File: config.mk
export PLATFORM = sky130hd
export DESIGN_NAME = uart_tx_port
export DESIGN_NICKNAME = d
export VERILOG_FILES = /design/src/rtl/uart_tx_port.sv
export SDC_FILE = /design/constraint.sdc
export NUM_CORES = 1
export LEC_CHECK = 0
export BUFFER_PORTS_ARGS = -buffer_cell sky130_fd_sc_hd__buf_2
export CAP_MARGIN = 5
export CORE_UTILIZATION = 35
export CTS_CLUSTER_DIAMETER = 30
export DETAILED_ROUTE_END_ITERATION = 6
export PLACE_DENSITY = 0.64
export SETUP_SLACK_MARGIN = 0.15
export SLEW_MARGIN = 20
export SYNTH_ARGS = -nofsm -noshare
export SYNTH_HDL_FRONTEND = slang
export SYNTH_SLANG_ARGS = --single-unit
File: constraint.sdc
create_clock -name clk -period 3.8 [get_ports clk]
set_clock_uncertainty 0.15 [all_clocks]
set_input_delay 0.76 -clock clk [delete_from_list [all_inputs] [get_ports clk]]
set_output_delay 0.76 -clock clk [all_outputs]
set_load 0.02 [all_outputs]
File: src/rtl/uart_tx_port.sv
// Memory-mapped UART transmitter: snoops CPU writes, queues bytes in a FIFO and sends 8N1 frames.
// Optional even parity bit (8E1) when UART_PARITY_EN is defined.
module uart_tx_port #(
    parameter int                   WORD_SIZE    = 20,
    parameter int                   CLKS_PER_BIT = 16,
    parameter int                   FIFO_DEPTH   = 8,
    parameter logic [WORD_SIZE-1:0] TX_ADDR      = 'h3fff,
    parameter logic [WORD_SIZE-1:0] STATUS_ADDR  = 'h3ffe
) (
    input  logic                 clk,
    input  logic                 reset,
    input  logic [WORD_SIZE-1:0] addr_i,
    input  logic [WORD_SIZE-1:0] value_i,
    input  logic                 write_i,
    output logic [WORD_SIZE-1:0] status_o,
    output logic                 tx_o
);

    localparam int PTR_W  = $clog2(FIFO_DEPTH);
    localparam int CNT_W  = PTR_W + 1;
    localparam int BAUD_W = $clog2(CLKS_PER_BIT);
    localparam logic [BAUD_W-1:0] BAUD_MAX = BAUD_W'(CLKS_PER_BIT - 1);

`ifdef UART_PARITY_EN
    typedef enum logic [2:0] {ST_IDLE, ST_START, ST_DATA, ST_PARITY, ST_STOP} state_t;
`else
    typedef enum logic [1:0] {ST_IDLE, ST_START, ST_DATA, ST_STOP} state_t;
`endif

    state_t             state_q, state_d;
    logic [BAUD_W-1:0]  baud_cnt_q, baud_cnt_d;
    logic [2:0]         bit_idx_q, bit_idx_d;
    logic [7:0]         shift_q, shift_d;
    logic [7:0]         mem_q [FIFO_DEPTH];
    logic [PTR_W-1:0]   wr_ptr_q, wr_ptr_d, rd_ptr_q, rd_ptr_d;
    logic [CNT_W-1:0]   count_q, count_d;
    logic               overflow_q, overflow_d;
    logic               tx_q, tx_d;
    logic [WORD_SIZE-1:0] status_q, status_d;
`ifdef UART_PARITY_EN
    logic               parity_q, parity_d;
`endif

    logic push_req, clr_req, fifo_full, fifo_empty, push_ok, pop, tx_busy;
    logic unused_value_bits;

    assign unused_value_bits = ^value_i[WORD_SIZE-1:8];

    always_comb begin
        push_req   = write_i && (addr_i == TX_ADDR);
        clr_req    = write_i && (addr_i == STATUS_ADDR);
        fifo_full  = (count_q == CNT_W'(FIFO_DEPTH));
        fifo_empty = (count_q == '0);
        push_ok    = push_req && !fifo_full;
        pop        = (state_q == ST_IDLE) && !fifo_empty;
        tx_busy    = (state_q != ST_IDLE);

        wr_ptr_d = wr_ptr_q + PTR_W'(push_ok);
        rd_ptr_d = rd_ptr_q + PTR_W'(pop);
        count_d  = count_q + CNT_W'(push_ok) - CNT_W'(pop);

        // A dropped push and a clear in the same cycle: the drop wins.
        if (push_req && fifo_full) begin
            overflow_d = 1'b1;
        end else if (clr_req) begin
            overflow_d = 1'b0;
        end else begin
            overflow_d = overflow_q;
        end

        status_d = WORD_SIZE'({overflow_q, tx_busy, fifo_empty, fifo_full});
    end

    always_comb begin
        state_d    = state_q;
        baud_cnt_d = baud_cnt_q;
        bit_idx_d  = bit_idx_q;
        shift_d    = shift_q;
`ifdef UART_PARITY_EN
        parity_d   = parity_q;
`endif
        case (state_q)
            ST_IDLE: begin
                if (pop) begin
                    shift_d    = mem_q[rd_ptr_q];
`ifdef UART_PARITY_EN
                    parity_d   = ^mem_q[rd_ptr_q];
`endif
                    bit_idx_d  = '0;
                    baud_cnt_d = BAUD_MAX;
                    state_d    = ST_START;
                end
            end
            ST_START: begin
                if (baud_cnt_q == '0) begin
                    baud_cnt_d = BAUD_MAX;
                    state_d    = ST_DATA;
                end else begin
                    baud_cnt_d = baud_cnt_q - 1'b1;
                end
            end
            ST_DATA: begin
                if (baud_cnt_q == '0) begin
                    shift_d    = {1'b0, shift_q[7:1]};
                    bit_idx_d  = bit_idx_q + 1'b1;
                    baud_cnt_d = BAUD_MAX;
                    if (bit_idx_q == 3'd7) begin
`ifdef UART_PARITY_EN
                        state_d = ST_PARITY;
`else
                        state_d = ST_STOP;
`endif
                    end
                end else begin
                    baud_cnt_d = baud_cnt_q - 1'b1;
                end
            end
`ifdef UART_PARITY_EN
            ST_PARITY: begin
                if (baud_cnt_q == '0) begin
                    baud_cnt_d = BAUD_MAX;
                    state_d    = ST_STOP;
                end else begin
                    baud_cnt_d = baud_cnt_q - 1'b1;
                end
            end
`endif
            ST_STOP: begin
                if (baud_cnt_q == '0) begin
                    state_d = ST_IDLE;
                end else begin
                    baud_cnt_d = baud_cnt_q - 1'b1;
                end
            end
            default: state_d = ST_IDLE;
        endcase

        // Line level follows the next state so tx_o comes straight from a flop.
        case (state_d)
            ST_START:  tx_d = 1'b0;
            ST_DATA:   tx_d = shift_d[0];
`ifdef UART_PARITY_EN
            ST_PARITY: tx_d = parity_d;
`endif
            default:   tx_d = 1'b1;
        endcase
    end

    always_ff @(posedge clk) begin
        if (reset) begin
            state_q    <= ST_IDLE;
            baud_cnt_q <= '0;
            bit_idx_q  <= '0;
            wr_ptr_q   <= '0;
            rd_ptr_q   <= '0;
            count_q    <= '0;
            overflow_q <= 1'b0;
            tx_q       <= 1'b1;
            status_q   <= WORD_SIZE'(2);
        end else begin
            state_q    <= state_d;
            baud_cnt_q <= baud_cnt_d;
            bit_idx_q  <= bit_idx_d;
            wr_ptr_q   <= wr_ptr_d;
            rd_ptr_q   <= rd_ptr_d;
            count_q    <= count_d;
            overflow_q <= overflow_d;
            tx_q       <= tx_d;
            status_q   <= status_d;
        end
    end

    always_ff @(posedge clk) begin
        shift_q <= shift_d;
`ifdef UART_PARITY_EN
        parity_q <= parity_d;
`endif
        if (push_ok) begin
            mem_q[wr_ptr_q] <= value_i[7:0];
        end
    end

    assign tx_o     = tx_q;
    assign status_o = status_q;

endmodule

==> results.sh <==
export IMPL_status="finished with violations"
export IMPL_violations="DRC"
export IMPL_fin_ws_ps=836
export IMPL_cp_arrival_ps=3030
export IMPL_die_w_um=112
export IMPL_ys_seq_elements=97
export IMPL_grt_overflow_total=0
export IMPL_coreArea_mm2=0.0116
export IMPL_place_congestion=0.682
export IMPL_synth_async_reset_ratio_pct=0
export IMPL_grt_total_usage_pct=12.4
export IMPL_start_util_pct=36.4
export IMPL_drc=7
export IMPL_numCtsBuffers=9
export IMPL_cts_htree_levels=3
export IMPL_dp_hpwl_mm=4.84
export IMPL_cts_num_sinks=97
export IMPL_multi_input_area_mm2=0.00140
export IMPL_layoutNonFillerInstCount=487
export IMPL_ant_nets=0
export IMPL_cp_slowest_cell="fa_1"
export IMPL_setup_viol_count_final=0
export IMPL_critPathMaxStageDelay_ps=380
export IMPL_die_height_um=112
export IMPL_cts_setup_buffers=0
export IMPL_drv_cap=0
export IMPL_cts_buffer_depth=2
export IMPL_final_nets=401
export IMPL_synth_distinct_cells=46
export IMPL_start_kind="input pin"
export IMPL_worstPathRequired_ps=3870
export IMPL_register_area_mm2=0.00265
export IMPL_n_antenna_cell=0
export IMPL_first_iter_violations=193
export IMPL_dp_cells=472
export IMPL_synth_edff_count=71
export IMPL_worst_pin_slew_ps=584
export IMPL_synth_seq_area_share_pct=62.7
export IMPL_io_buffer_count=35
export IMPL_grt_antenna_before_repair=0
export IMPL_fmax_mhz=337
export IMPL_slew_violations=0
export IMPL_path_class="in2reg"
export IMPL_mostFrequentLayoutCell="edfxtp_1"
export IMPL_min_path_type="reg2reg"
export IMPL_slew_headroom_pct=61.0
export IMPL_final_cell_mix="71 x edfxtp_1, 35 x buf_2, 26 x dfxtp_1"
export IMPL_drt_wirelength_per_cell_um=14.4
export IMPL_grt_pass1_wl_mm=11.6
export IMPL_rows=39
export IMPL_fin_util_pct=41.3
export IMPL_syn2layout_area_growth_pct=13.6
export IMPL_ctsResizeCount=0
export IMPL_cts_root_buffer="clkbuf_16"
export IMPL_grt_pass1_vias=2262
export IMPL_grt_max_degree=25
export IMPL_setup_tns_ps=0
export IMPL_insertion_delay_ps=340
export IMPL_synth_main_ff_cell="edfxtp_1"
export IMPL_pre_cts_ws_ps=462
export IMPL_cts_tree="yes"
export IMPL_end_kind="flip-flop"
export IMPL_grt_setup_unrepaired="false"
export IMPL_drive_gt1_share_pct=22.7
export IMPL_ir_drop_v=0.000269
export IMPL_syn_area_mm2=0.00423
export IMPL_fin_crit_sh_pct=78.0
export IMPL_dieArea_mm2=0.0125
export IMPL_io_pins=64
export IMPL_hold_buffers=0
export IMPL_synthCells=296
export IMPL_yosys_warnings=0
export IMPL_power_density_mw_per_mm2=650
export IMPL_routed_wl_mm=7.02
export IMPL_min_period_ps=2960
export IMPL_clk_pin_slew_worst_paths_ps=60
export IMPL_synth_area_per_cell_um2=14.3
export IMPL_p_leak_nw=1.79
export IMPL_path_max_fanout=8
export IMPL_fillers=1061
export IMPL_timing_final_hold_violations=0
export IMPL_first_pass_iters=6
export IMPL_vias=2384
export IMPL_crit_chain="buf_2, nor4_1, nand4_1, nor4_2, nand3_1, ha_1, inv_1, ha_1, inv_1, fa_1, xor2_1, nor2_1"
export IMPL_viasPerCell=4.90
[critical path: cells and delay by family]
family / cells / cell delay, ps
buffers and inverters: 3 / 190
AND/OR/NAND/NOR: 5 / 1030
XOR/XNOR: 1 / 140
adder cells (fa/ha/maj): 3 / 900
[synthesized netlist by cell type, drive strengths merged, types with 6 or more instances]
cell / n / area share [%]
a21oi: 12 / 1.4
buf: 20 / 3.5
dfxtp: 26 / 12
edfxtp: 71 / 50
ha: 17 / 5.0
inv: 18 / 1.6
mux2i: 10 / 2.4
mux4: 14 / 7.5
nand2: 13 / 1.2
nor2: 20 / 1.8
nor2b: 7 / 1.0
nor3: 6 / 0.71
nor4: 7 / 1.2
o21ai: 8 / 0.95
[cell type report]
cell class / instances / area share, %
clock buffer: 10 / 4.77
clock inverter: 5 / 0.860
inverter: 18 / 1.41
multi-input combinational: 171 / 29.1
sequential: 97 / 55.2
tap: 143 / 3.73
timing repair buffer: 43 / 4.90
[through the flow]
step	instance area, um^2	hold WS (ps)	power, mW
after detailed placement	4530	313	2.33
after global routing	4800	347	3.32
after global placement	4530	309	2.30
after floorplan	4290	294	2.15
final	4800	327	3.12
after CTS	4800	322	3.17
[power by group]
part	internal [mW]	switching, mW	leakage (nW)
Combinational	0.423	0.491	0.808
Clock	0.444	0.381	0.125
Sequential	1.28	0.103	0.860
Total	2.15	0.974	1.79
[layer usage]
metal  part of all wire, %  wire [um]  vias to the layer above  GRT usage [%]
met5                     0          0                        -              0
met4                   2.2        155                        0           6.40
met3                   2.5        176                       14           2.83
met2                    51       3580                       33           20.6
met1                    44       3110                     1171           15.1
li1                      -          -                     1166              -
[sequential cells by signal, indices dropped and copies added (netlist names)]
register    flops
status_o        4
mem_q          64
rd_ptr_q        3
tx_o            1
shift_q         8
overflow_q      1
wr_ptr_q        3
state_q         2
baud_cnt_q      4
count_q         4
bit_idx_q       3
[worst paths after layout]
| path | to | depth (start not counted) | slack, ps | startpoint |
|---|---|---|---|---|
| worst max-delay path | count_q[2]$_SDFF_PP0_ | 12 | 840 | addr_i[17] |
| worst min-delay path | status_o[3]$_SDFF_PP0_ | 1 | 330 | overflow_q$_SDFFE_PP0P_ |
| worst max register to register | count_q[2]$_SDFF_PP0_ | 11 | 1040 | state_q[0]$_SDFF_PP0_ |
| worst min register to register | status_o[3]$_SDFF_PP0_ | 1 | 330 | overflow_q$_SDFFE_PP0P_ |
[cells by family (layout without fill, tap and decap cells)]
group | after synthesis | count (layout) | share of synthesized area (%)
compound gates | 37 | 37 | 6.21
flops | 97 | 97 | 62.7
xor+xnor | 4 | 4 | 0.829
fa+ha+maj | 18 | 18 | 5.50
buf+inv | 43 | 76 | 5.56
mux | 26 | 26 | 10.4
other cells | 1 | 16 | 0.0887
simple gates | 70 | 70 | 8.73
Note: power is estimated with default switching activity, not from simulation.
